## src/rtl/video_sync_generator.sv

```systemverilog
// Sync/DE/coordinate generator fed by the pixel and line counters. Two region FSMs
// follow the counts, resynchronise on disagreement and raise a sticky desync flag.
module video_sync_generator #(
  parameter int   HBITS    = 10,
  parameter int   VBITS    = 10,
  parameter int   H_ACTIVE = 640,
  parameter int   H_FP     = 16,
  parameter int   H_SYNC   = 96,
  parameter int   H_BP     = 48,
  parameter int   V_ACTIVE = 480,
  parameter int   V_FP     = 10,
  parameter int   V_SYNC   = 2,
  parameter int   V_BP     = 33,
  parameter logic SYNC_POL = 1'b0
) (
  input  logic             c,
  input  logic             clr,
  input  logic             en,
  input  logic [HBITS-1:0] hcount,
  input  logic [VBITS-1:0] vcount,
  input  logic             hovf,
  output logic             hsync,
  output logic             vsync,
  output logic             de,
  output logic [HBITS-1:0] x,
  output logic [VBITS-1:0] y,
  output logic             line_start,
  output logic             frame_start,
  output logic             desync
);

  localparam int H_TOTAL = H_ACTIVE + H_FP + H_SYNC + H_BP;
  localparam int V_TOTAL = V_ACTIVE + V_FP + V_SYNC + V_BP;

  if (H_TOTAL > (1 << HBITS)) begin : g_hchk
    $error("H_TOTAL does not fit in HBITS");
  end
  if (V_TOTAL > (1 << VBITS)) begin : g_vchk
    $error("V_TOTAL does not fit in VBITS");
  end

  // Region start boundaries; anything at or beyond the sync end is back porch.
  localparam logic [HBITS-1:0] HA     = HBITS'(H_ACTIVE);
  localparam logic [HBITS-1:0] HS     = HBITS'(H_ACTIVE + H_FP);
  localparam logic [HBITS-1:0] HB     = HBITS'(H_ACTIVE + H_FP + H_SYNC);
  localparam logic [VBITS-1:0] VA     = VBITS'(V_ACTIVE);
  localparam logic [VBITS-1:0] VS     = VBITS'(V_ACTIVE + V_FP);
  localparam logic [VBITS-1:0] VB     = VBITS'(V_ACTIVE + V_FP + V_SYNC);
  localparam logic [VBITS-1:0] V_LAST = VBITS'(V_TOTAL - 1);

  typedef enum logic [1:0] {ACT, FRONT, SYNC, BACK} region_t;

  function automatic region_t hdecode(input logic [HBITS-1:0] cnt);
    if (cnt < HA)      return ACT;
    else if (cnt < HS) return FRONT;
    else if (cnt < HB) return SYNC;
    else               return BACK;
  endfunction

  function automatic region_t vdecode(input logic [VBITS-1:0] cnt);
    if (cnt < VA)      return ACT;
    else if (cnt < VS) return FRONT;
    else if (cnt < VB) return SYNC;
    else               return BACK;
  endfunction

  function automatic region_t hstep(input region_t s, input logic [HBITS-1:0] cnt);
    case (s)
      ACT:     return (cnt == HA) ? FRONT : ACT;
      FRONT:   return (cnt == HS) ? SYNC : FRONT;
      SYNC:    return (cnt == HB) ? BACK : SYNC;
      default: return (cnt == '0) ? ACT : BACK;
    endcase
  endfunction

  function automatic region_t vstep(input region_t s, input logic [VBITS-1:0] cnt);
    case (s)
      ACT:     return (cnt == VA) ? FRONT : ACT;
      FRONT:   return (cnt == VS) ? SYNC : FRONT;
      SYNC:    return (cnt == VB) ? BACK : SYNC;
      default: return (cnt == '0) ? ACT : BACK;
    endcase
  endfunction

  region_t          hstate, vstate;
  region_t          h_fsm, h_nxt, v_fsm, v_nxt;
  logic [VBITS-1:0] v_tgt;
  logic             mism;
  logic             de_nxt;

  always_ff @(posedge c) begin
    if (clr) begin
      hstate <= ACT;
      vstate <= ACT;
    end else if (en) begin
      hstate <= h_nxt;
      vstate <= v_nxt;
    end
  end

  // The line counter moves on hovf, so the vertical target is the count it is about
  // to load; out-of-range counts stay out of range and decode as back porch.
  always_comb begin
    v_tgt = vcount;
    if (vcount == V_LAST)
      v_tgt = '0;
    else if (vcount < V_LAST)
      v_tgt = vcount + VBITS'(1);

    h_fsm = hstep(hstate, hcount);
    h_nxt = hdecode(hcount);
    v_fsm = vstate;
    v_nxt = vdecode(vcount);
    if (hovf) begin
      v_fsm = vstep(vstate, v_tgt);
      v_nxt = vdecode(v_tgt);
    end
    mism   = (h_fsm != h_nxt) || (v_fsm != v_nxt);
    de_nxt = (h_nxt == ACT) && (v_nxt == ACT);
  end

  // Output register stage: one clock behind the sampled counts.
  always_ff @(posedge c) begin
    if (clr) begin
      hsync       <= ~SYNC_POL;
      vsync       <= ~SYNC_POL;
      de          <= 1'b0;
      x           <= '0;
      y           <= '0;
      line_start  <= 1'b0;
      frame_start <= 1'b0;
      desync      <= 1'b0;
    end else if (en) begin
      hsync       <= (h_nxt == SYNC) ? SYNC_POL : ~SYNC_POL;
      vsync       <= (v_nxt == SYNC) ? SYNC_POL : ~SYNC_POL;
      de          <= de_nxt;
      x           <= de_nxt ? hcount : '0;
      y           <= de_nxt ? vcount : '0;
      line_start  <= (hcount == '0) && (v_nxt == ACT);
      frame_start <= (hcount == '0) && (vcount == '0);
      if (mism)
        desync <= 1'b1;
    end else begin
      line_start  <= 1'b0;
      frame_start <= 1'b0;
    end
  end

endmodule

```

## config.mk

```make
export PLATFORM = sky130hd
export DESIGN_NAME = video_sync_generator
export DESIGN_NICKNAME = d
export VERILOG_FILES = /design/src/rtl/video_sync_generator.sv
export SDC_FILE = /design/constraint.sdc
export NUM_CORES = 1
export LEC_CHECK = 0
export ABC_CLOCK_PERIOD_IN_PS = 2700
export BUFFER_PORTS_ARGS = -buffer_cell sky130_fd_sc_hd__buf_2
export CELL_PAD_IN_SITES_DETAIL_PLACEMENT = 0
export CELL_PAD_IN_SITES_GLOBAL_PLACEMENT = 1
export CORE_MARGIN = 3
export CORE_UTILIZATION = 35
export DETAILED_ROUTE_END_ITERATION = 7
export PLACE_DENSITY_LB_ADDON = 0.15
export SYNTH_ARGS = -nofsm -noshare
export SYNTH_HDL_FRONTEND = slang
export SYNTH_SLANG_ARGS = --single-unit
```

## constraint.sdc

```tcl
create_clock -name c -period 2.7 [get_ports c]
set_input_delay 0.54 -clock c [delete_from_list [all_inputs] [get_ports c]]
set_output_delay 0.54 -clock c [all_outputs]
set_load 0.01 [all_outputs]
```

======== Word-level counts from Yosys, hierarchy flattened ========
Cells that the tools add are included.
cells by class
  equality and inequality tests ........... 15
  add/subtract/negate cells ............... 1
  reductions and logical operators ........ 13
  bitwise gates (word level) .............. 1
  multiplexer cells ....................... 27
  $lt $le $gt $ge ......................... 10
operator list
  kind                     count
  $lt A10 B9 Y1 const B    6
  $eq A10 B10 Y1 const B   4
  $lt A10 B10 Y1 const B   4
  $mux W10                 4
  $eq A10 B9 Y1 const B    3
  $logic_not A10 Y1        3
  $mux W2                  12
  $pmux W2 S3              2
  $add A10 B1 Y10 const B  1
  $mux W1                  9
  $eq A2 B2 Y1 const B     4
  $logic_not A2 Y1         4
  $eq A2 B1 Y1 const B     2
  $ne A2 B2 Y1             2
  $logic_and A1 B1 Y1      3
  $reduce_and A2 Y1        1
  $reduce_or A2 Y1         1
  $logic_or A1 B1 Y1       1
  $not A1 Y1               1
storage, ports and cells
  output and inout bits ................... 26
  input bits .............................. 24
  register bits ........................... 30
  word-level logic and storage cells ...... 77

======== Depth between registers and ports, before layout ========
Gate-level depths: netlist of the first run.
  depth after elaboration ................. 11
  mapped depth ............................ 13
  mapped depth without buffers ............ 11

======== Worst setup path after synthesis of the first run ========
No wires, ideal clock.
  kind .................................... in2reg
  start point ............................. in vcount[0]
  end point ............................... reg desync
  path slack .............................. -0.218 ns
  required time ........................... 2.575 ns
  arrival time ............................ 2.792 ns
  setup time .............................. 0.125 ns
  stages .................................. 12
  path buffers ............................ 1
  cells stage by stage .................... buf_2 > inv_1 > ha_1 > nor4b_1 > nand4_1 > o311ai_1 > or2_1 > or3b_4 > a21oi_4 > nand3_1 > nor3b_1 > o41a_1
between the ends
  longest elaborated chain between the ends .. 11
  elaborated cells between the ends (all ways) .. 31
  those cells by class .................... add/sub (1); order compare (7); eq/ne (5); mux (15); reduce/logical (3)
ends and longest elaborated chain
  element                                                   RTL line  source
  start: declaration                                        20        input logic [VBITS-1:0] vcount,
  $add A10 B1 Y10 / $lt A10 B10 Y1 (equally long branches)  108, 107
  $mux W10                                                  107       else if (vcount < V_LAST)
  $mux W10                                                  105       if (vcount == V_LAST)
  $lt A10 B9 Y1                                             63        else if (cnt < VB) return SYNC;
  $mux W1                                                   63
  $mux W2                                                   62        else if (cnt < VS) return FRONT;
  $mux W2                                                   61        if (cnt < VA) return ACT;
  $mux W2                                                   114       if (hovf) begin
  $ne A2 B2 Y1 *                                            118       mism = (h_fsm != h_nxt) || (v_fsm != v_nxt);
  $logic_or A1 B1 Y1 *                                      118
  $reduce_and A2 Y1 (no line) *                             n/a
  end signal: assignment                                    132       desync <= 1'b0;
  end signal: assignment                                    142       desync <= 1'b1;
  end: declaration                                          29        output logic desync
Mark *: on every way between the ends. The rest lies on a longest branch, timed or not.
A chain may end at the register's enable or synchronous reset.

======== Worst setup path after layout of the first run ========
  start point ............................. in hcount[0]
  end point ............................... reg desync
between the ends
  longest elaborated chain between the ends .. 7
  elaborated cells between the ends (all ways) .. 18
  those cells by class .................... order compare (3); eq/ne (4); mux (8); reduce/logical (3)
ends and longest elaborated chain
  element                        RTL line  source
  start: declaration             19        input logic [HBITS-1:0] hcount,
  $lt A10 B10 Y1                 56        else if (cnt < HB) return SYNC;
  $mux W1                        56
  $mux W2                        55        else if (cnt < HS) return FRONT;
  $mux W2                        54        if (cnt < HA) return ACT;
  $ne A2 B2 Y1 *                 118
  $logic_or A1 B1 Y1 *           118
  $reduce_and A2 Y1 (no line) *  n/a
Marks and branches as above.

==> metrics, run 1 <==
status completed; final core occ 54.4%; Top cell by count, worst path nand3_2; #FFs+latches synth 30; largest area contributor in the synthesized netlist dfxtp_1; CTS buffer count 5; remaining antenna violation count 0; Pwr Total 1310 uW; Post-DP Area 2570 um2; Max clock buf depth 2; CP cell instances buf_2, nor4_4, nand3_2, or4b_1, mux4_2, xnor2_2, nand3_2, o41a_1; synth top area cells dfxtp_1 (31%), a22o_1 (9.2%), nor2_1 (4.1%), nand2_1 (3.1%), nand4b_4 (2.5%); Worst Setup SP hcount[0]; Worst R2R Path Depth 4; top-count cell post-synth dfxtp_1; CP Depth 8; number of buffers and inverters on the critical path 1; Total GRT Usage 18.3%; DRC viols 0; share of post-route cells with drive strength above 1 44.2%; total clock sinks 30; Synth Flop Type dfxtp_1; r2r setup slk 920 ps; core area 5170 um2; worst-path fanout max 3; die area 6370 um2; clock-pin slew on the worst setup and hold paths 70 ps; DR pass1 iterations 4; first-pass GRT wire length 9.18 mm; Lkg Pwr 0.00124 uW; post-synthesis net count 249; Post-synth EDFFs 0; Area growth syn-to-layout 47.4%; Post-synth top cells dfxtp_1 (30), nor2_1 (21), a22o_1 (20), nand2_1 (16); CTS tree done; asr flop ratio synth 0%; Least-Margin Pin Slew 478 ps; final setup violation count 0; antenna cells 0; Critical Path End desync; crit end category register; worst-skew pair later-pin latency 290 ps; Startpoint Class input pin; Initial Utilization 36.9%; GRT overflow 0; sw power 335 uW; Hold Vio Cnt, Final 0; Tcrit/Tclk final 98.3%; CP max stage delay 500 ps; reg2reg end desync; GPL Wtd Cong 0.864; NumNets Final 342; Comb pwr share 20.8%; Max Cap Violations 0; Post-DP HPWL 4.30 mm; number of global-route vias before repair 1844; die extent in x 79.8 um; min cycle time layout 2650 ps; Slowest-stage cell, CP or4b_1; Cell Int Power 979 uW; fmax 377 MHz; # IOs 50; Mapped Cells 223; sequential-to-total area share from yosys stat 31.5%; chip height 79.8 um; WL per Instance 14.7 um; port buffer count 49; critical path class in -> reg; clock skew 3.82 ps; synthesized area 1910 um2; vias per cell 5.28; Avg Inst Size Synth 8.55 um2; worst slack, placed -324 ps; unrepaired setup endpoints after global routing true; clock share of power 43.5%; arrival time of the worst setup path 2830 ps; initial antenna violation count 0; worst endpoint required time 2870 ps; Critical R2R Launch hstate[1]; vias 2044; Seq pwr share 35.6%; Initial DRC Count 92; VDD IR max 0.000439 V; setup ws final 46.6 ps; Synth cell types 60; Yosys top cell area share 31.5%; Net Sw Frac 25.5%; worst-case headroom to the max-slew limit 68.0%; H-tree Lvls 2; Slew Limit Fails 0; # rows 26; yosys warns 0; root buffer cell clkbuf_8; critical path's top delay family simple AND/OR/NAND/NOR gates; Hold Crit Class reg -> reg; pwr dens 467 nW/um2; Total Wirelength 5.69 mm; largest net degree at the start of global routing 21; Finished Cell Area 2810 um2
[cell usage in the layout (no fill, tap or decap), types with 3 or more instances in the layout]
master    count
o21ai_0       8
clkbuf_8      6
inv_1         5
buf_2        47
buf_4        51
nand3_1       7
nor2_1       20
dfxtp_1      30
nor3_1        5
a21oi_1       8
nor2b_1       4
nor4_1        4
nand2b_1      4
a31oi_1       6
nand2_1      16
nor4b_1       3
nand4_1       7
a22o_1       20
[logic make-up (layout without fill, tap and decap cells)]
kind of cell	after synthesis	count (layout)	synth area share, %
buffers and inverters	23	116	6.17
flip-flops	30	30	31.5
XOR/XNOR	3	3	1.38
multiplexers	3	3	2.30
AO/OA/AOI/OAI	66	66	26.1
AND/OR/NAND/NOR	96	97	31.2
adder cells (fa/ha/maj)	2	2	1.31
[power by group through the flow]
stage	logic, uW	clock network, uW	registers [uW]
final	274	572	468
after global routing	301	603	470
after global placement	256	0	477
after CTS	260	580	468
after floorplan	143	0	481
after detailed placement	257	0	478
[worst min path at each step]
| stage | start | cells after the start | end |
|---|---|---|---|
| global placement | de | 2 | de |
| global route | y[1] | 1 | y[1] |
| detailed placement | de | 2 | de |
| CTS | de | 2 | de |
| floorplan | de | 2 | de |
| finish | de | 2 | de |
[registers in the layout, summed over array words and instances, names as in the netlist]
signal and count:
x 10, y 10, hstate 2, vstate 2, de 1, desync 1, frame_start 1, hsync 1
line_start 1, vsync 1
[tightest hold or removal path: cells and delay by family (launching register included)]
family          cells  cell delay (ps)
compound gates      1               50
simple gates        1               60
flops               1              310
[final cells by class]
| cell class | count | area (um2) |
|---|---|---|
| timing repair buffer | 101 | 648 |
| clock buffer | 6 | 82.6 |
| sequential | 30 | 601 |
| clock inverter | 2 | 60.1 |
| inverter | 7 | 28.8 |
| tap | 70 | 87.6 |
| multi-input combinational | 171 | 1300 |
| fill | 502 | 2360 |
[through the flow]
stage               TNS, ps  hold slack, ps  cells
floorplan             -1400             483    223
global route           -373             489    387
global placement      -5590             449    376
CTS                       0             467    384
finish                    0             463    387
detailed placement    -5900             453    376
[layer usage]
layer  vias up  GRT usage [%]  share of wire (%)
li1       1039              -                  -
met1       949           26.2                 50
met2        52           27.0                 44
met3         4           4.18                5.4
met4         0           5.91               0.81
met5         -              0                  0
[timing repair]
item | CTS | global route
buffers inserted | 0 | 2
hold buffers | 0 | 0
pin swaps | 1 | 11
setup endpoints to repair | 1 | 22
gates resized for setup | 1 | 15
gates cloned | 0 | 1
Note: power is estimated with default switching activity, not from simulation.
==> run 2, diff against run 1 <==
Settings changed: MAX_ROUTING_LAYER set to met4, PLACE_DENSITY_LB_ADDON 0.15 to 0.08.
==> run 2 against run 1 <==
- combinational power rose by 7%
- worst setup slack improved by 29 ps
- critical endpoint unchanged
- sequential share of layout area shrank 0.97 points
- hold slack lost 5.1 ps
- largest power group is now sequential cells
- clock skew fell by 1.7 ps
- fmax grew 1.1%
- die area is the same
- sequential power barely moved
- non-clock buffer count up 12
- core utilization grew 2.6 points
- cell count is 3.4% higher
==> metrics, run 2 (synthesis results as in run 1) <==
H-tree Lvls 2 (unchanged); Final TNS setup 0 ps (unchanged); # IOs 50 (unchanged); clock share of power 32.9% (-11 points); setup ws final 75.8 ps (+29.2 ps); Slew Limit Fails 0 (unchanged); initial antenna violation count 0 (unchanged); chip height 79.8 um (unchanged); worst slack, placed -350 ps (-26.2 ps); most frequent cells in the layout buf_4 (61), buf_2 (45), dfxtp_1 (30), nor2_1 (20), a22o_1 (20); final setup violation count 0 (unchanged); total clock sinks 30 (unchanged); WL per Instance 14.7 um (+0.24%); # fillers 501 (-0.20%); Cell Int Power 802 uW (-18%); CP max stage delay 510 ps (about the same); CTS buffer count 5 (unchanged); unrepaired setup endpoints after global routing true; arrival time of the worst setup path 2780 ps (-50 ps); pwr dens 385 nW/um2 (-18%); Max Cap Violations 0 (unchanged); Initial DRC Count 144 (+57%); Pwr Total 1130 uW (-14%); worst-case headroom to the max-slew limit 69.8% (+1.8 points); fmax 381 MHz (+1.1%); Post-DP Area 2630 um2 (+2.3%); r2r setup slk 950 ps (+30 ps); antenna cells 0 (unchanged); GPL Wtd Cong 0.846 (-2.0%); Area growth syn-to-layout 54.5%; root buffer cell clkbuf_8; Worst R2R Path Depth 4 (unchanged); Multi-input gate area 1370 um2 (+5.2%); Lkg Pwr 0.00129 uW (+4.1%); Least-Margin Pin Slew 451 ps (-27.4 ps); DRC viols 0 (unchanged); worst-path fanout max 3 (unchanged); clock skew 2.13 ps (-1.69 ps); worst-skew pair later-pin latency 280 ps (about the same); CTS tree done; status completed; Total GRT Usage 19.1% (+0.74 points); NumNets Final 355 (+3.8%); Max clock buf depth 2 (unchanged); VDD IR max 0.000186 V (-58%); die extent in x 79.8 um (unchanged); Startpoint Class input pin; min cycle time layout 2620 ps (-29.2 ps); GRT overflow 0 (unchanged); crit end category register; first-pass GRT wire length 9.31 mm (+1.4%); vias 2095 (+2.5%); Post-DP HPWL 4.43 mm (+3.1%); Finished Cell Area 2950 um2 (+4.8%); Seq pwr share 41.3% (+5.7 points); share of post-route cells with drive strength above 1 47.9% (+3.7 points); worst endpoint required time 2860 ps (about the same); Largest regs x (10), y (10); cts hold-fix bufs 0 (unchanged); remaining antenna violation count 0 (unchanged); DR pass1 iterations 4 (unchanged); hold path depth 2 (unchanged); post-route insts no fill 400 (+3.4%); number of global-route vias before repair 1932 (+4.8%); register area 601 um2 (unchanged); largest net degree at the start of global routing 21 (unchanged); Slowest-stage cell, CP mux4_2; core area 5170 um2 (unchanged); # rows 26 (unchanged); Hold Crit Class reg -> reg; Tcrit/Tclk final 97.2% (-1.1 points); critical path class in -> reg; Initial Utilization 36.9% (unchanged); Comb pwr share 25.8% (+5.0 points); Cells after DPL 384 (+2.1%); vias per cell 5.24 (-0.84%); Total Wirelength 5.89 mm (+3.6%); port buffer count 49 (unchanged); Hold Vio Cnt, Final 0 (unchanged); sw power 332 uW (-0.88%); die area 6370 um2 (unchanged); commonest non-fill, non-tap cell in the layout buf_4; CP cell instances buf_2, nor4_4, nand3_1, or4b_1, mux4_2, xnor2_2, nand3_2, o41a_1; Net Sw Frac 29.2% (+3.8 points); clock-pin slew on the worst setup and hold paths 60 ps (about the same)
[run 2: worst paths after layout]
kind / startpoint / end
max: hcount[0] / desync
min: de / de
max reg2reg: hstate[1] / desync
min reg2reg: de / de
[run 2: routing by layer]
metal,vias up,routed length (um),track usage [%]
li1,1059,-,-
met1,991,2960,27.8
met2,43,2630,26.5
met3,2,286,4.63
met4,0,20,3.89
met5,-,0,-
[run 2: power by group through the flow]
stage | sequential, uW | clock (uW) | combinational, uW
after floorplan | 481 | 0 | 143
after global placement | 478 | 0 | 263
after detailed placement | 478 | 0 | 264
after CTS | 468 | 382 | 271
after global routing | 470 | 405 | 321
final | 468 | 373 | 292
[run 2: through the flow]
stage / hold WS [ps] / util, %
after floorplan: 483 / -
after global placement: 453 / 50.8
after CTS: 462 / 53.8
final: 458 / 56.9
after detailed placement: 454 / 50.8
after global routing: 495 / 56.9
[run 2: worst max-delay path: cells and delay by family]
family	cells	cell delay [ps]
multiplexers	1	510
AND/OR/NAND/NOR	4	1030
buffers and inverters	1	120
AO/OA/AOI/OAI	1	420
XOR/XNOR	1	160
[run 2: area by class of cell]
type | count | area share (%)
Clock buffer | 6 | 2.80
Clock inverter | 2 | 0.425
Inverter | 7 | 0.977
Multi-Input combinational cell | 172 | 46.6
Sequential cell | 30 | 20.4
Tap cell | 70 | 2.97
Timing Repair Buffer | 113 | 25.9
[run 2: repair_timing]
item,in CTS,in global routing
pin swaps,4,16
setup endpoints to repair,1,23
setup buffers,5,1
gates resized for setup,3,34
cloned,0,2
==> run 3, diff against run 2 <==
Settings changed: CORE_UTILIZATION 35 to 36, CTS_BUF_LIST set to sky130_fd_sc_hd__clkbuf_4.
==> run 3 against run 2 <==
- sequential share of layout area increased by 1.5 points
- global-route usage increased by 0.39 points
- sequential power about the same
- via count decreased by 2.8%
- cell count decreased by 2.8%
- largest cell class unchanged
- fmax decreased by 0.39%
==> metrics, run 3 (synthesis results as in run 1) <==
Initial DRC Count 88 (-39%); critical path class in -> reg; Area growth syn-to-layout 43.8%; Comb pwr share 27.6% (+1.8 points); Hold Crit Class in -> reg; Lkg Pwr 0.00123 uW (-5.4%); most frequent cells in the layout buf_4 (58), buf_2 (46), dfxtp_1 (30), nor2_1 (21), a22o_1 (20); crit end category register; GPL Wtd Cong 0.847 (about the same); hold path depth 2 (unchanged); hold slack 419 ps (-38.6 ps); Slowest-stage cell, CP or4b_4; CTS tree done; DRC viols 0 (unchanged); Tcrit/Tclk final 97.6% (+0.38 points); cts hold-fix bufs 0 (unchanged); fmax 380 MHz (-0.39%); clock-pin slew on the worst setup and hold paths 100 ps (+40 ps); port buffer count 49 (unchanged); remaining antenna violation count 0 (unchanged); core area 4910 um2 (-5.1%); CP cell instances buf_8, nor4_4, nand3_1, or4b_4, mux4_2, xnor2_1, nand3_1, o41a_1; Hold Vio Cnt, Final 0 (unchanged); clock skew 4.75 ps (+2.61 ps); WL per Instance 14.4 um (-2.2%); status completed; GRT overflow 0 (unchanged); worst-path fanout max 3 (unchanged); r2r setup slk 920 ps (-30 ps); reg2reg end desync; min-delay src hcount[2]; NumNets Final 347 (-2.3%); chip height 78.8 um (-1.3%); Critical R2R Launch hstate[1]; Slew Limit Fails 0 (unchanged); Total GRT Usage 19.4% (+0.39 points); DR pass1 iterations 6 (+2); pwr dens 366 nW/um2 (-5.0%); worst-case headroom to the max-slew limit 77.7% (+7.8 points); min cycle time layout 2630 ps (+10.2 ps); Seq pwr share 46.7% (+5.4 points); vias per cell 5.23 (about the same); sw power 314 uW (-5.3%); commonest non-fill, non-tap cell in the layout buf_4; worst endpoint required time 2910 ps (+50 ps); worst slack, placed -312 ps (+38.0 ps); Final TNS setup 0 ps (unchanged); Max clock buf depth 2 (unchanged); Worst R2R Path Depth 4 (unchanged); Net Sw Frac 31.3% (+2.1 points); total clock sinks 30 (unchanged); Initial Utilization 38.8% (+2.0 points); antenna cells 0 (unchanged); # rows 25 (-3.8%); Total Wirelength 5.61 mm (-4.9%); unrepaired setup endpoints after global routing true; number of global-route vias before repair 1921 (-0.57%); Post-DP HPWL 4.47 mm (+1.0%); root buffer cell clkbuf_4; Max Cap Violations 0 (unchanged); Startpoint Class input pin; # IOs 50 (unchanged); Worst Setup SP hcount[0]; Pwr Total 1000 uW (-12%); CP max stage delay 550 ps (+40 ps); die area 6210 um2 (-2.6%); Finished Cell Area 2740 um2 (-6.9%); Least-Margin Pin Slew 333 ps (-118 ps); clock share of power 25.7% (-7.2 points); Critical Path End desync; final setup violation count 0 (unchanged); largest net degree at the start of global routing 21 (unchanged); Cell Int Power 688 uW (-14%); initial antenna violation count 0 (unchanged); Top cell by count, worst path nand3_1; vias 2036 (-2.8%); die extent in x 78.8 um (-1.3%); share of post-route cells with drive strength above 1 43.5% (-4.4 points); arrival time of the worst setup path 2850 ps (+70 ps); CTS buffer count 5 (unchanged); H-tree Lvls 2 (unchanged); setup ws final 65.6 ps (-10.2 ps); VDD IR max 0.000271 V (+46%); worst-skew pair later-pin latency 330 ps (+50 ps); Post-DP Area 2620 um2 (-0.14%); first-pass GRT wire length 9.43 mm (+1.3%); Largest regs x (10), y (10)
-- run 3: cell count changes in the layout (fill, tap and decap cells not counted), moves of 2 or more --
| cell | previous run | this run |
|---|---|---|
| clkbuf_8 | 6 | 0 |
| buf_6 | 7 | 1 |
| nor2_4 | 3 | 1 |
| buf_4 | 61 | 58 |
| clkbuf_4 | 0 | 6 |
| a21oi_1 | 7 | 9 |
| a21oi_2 | 3 | 1 |
-- run 3: timing repair --
item / 4_1_cts / 5_1_grt
buffers inserted: 0 / 0
setup endpoints to repair: 0 / 21
resized for setup: 0 / 14
-- run 3: power groups by stage --
| stage | logic [uW] | clock network, uW | registers (uW) |
|---|---|---|---|
| 2_1_floorplan | 143 | 0 | 481 |
| 3_3_place_gp | 266 | 0 | 477 |
| 3_5_place_dp | 266 | 0 | 478 |
| 4_1_cts | 267 | 267 | 468 |
| 5_1_grt | 305 | 284 | 470 |
| 6_report | 277 | 257 | 468 |
-- run 3: stage by stage --
stage / instances / utilization (%)
after global placement: 381 / 53.4
after floorplan: 223 / -
final: 389 / 55.8
after global routing: 389 / 55.8
after detailed placement: 381 / 53.4
after CTS: 389 / 54.5
-- run 3: how the worst min path moves through the flow --
| stage | end | slack, ps |
|---|---|---|
| 2_1_floorplan | de | 480 |
| 3_3_place_gp | de | 450 |
| 3_5_place_dp | de | 450 |
| 4_1_cts | x[1] | 420 |
| 5_1_grt | x[2] | 420 |
| 6_report | x[2] | 420 |
-- run 3: area by class of cell --
class | instances | area [um2]
clock inverter | 3 | 16.3
clock buffer | 5 | 37.5
multi-input combinational | 170 | 1270
sequential | 30 | 601
inverter | 7 | 28.8
tap | 67 | 83.8
timing repair buffer | 107 | 699
fill | 476 | 2170
-- run 3: critical path, delay by kind of cell --
family | cells | cell delay [ps]
mux | 1 | 490
simple gates | 4 | 1130
compound gates | 1 | 430
buf+inv | 1 | 100
xor+xnor | 1 | 150
-- run 3: per-layer routing --
layer,GRT usage [%],part of all wire (%),up-vias
met5,-,0,-
met4,4.90,0.84,0
met3,3.85,3.4,4
met2,29.8,46,38
met1,26.3,49,946
li1,-,-,1048
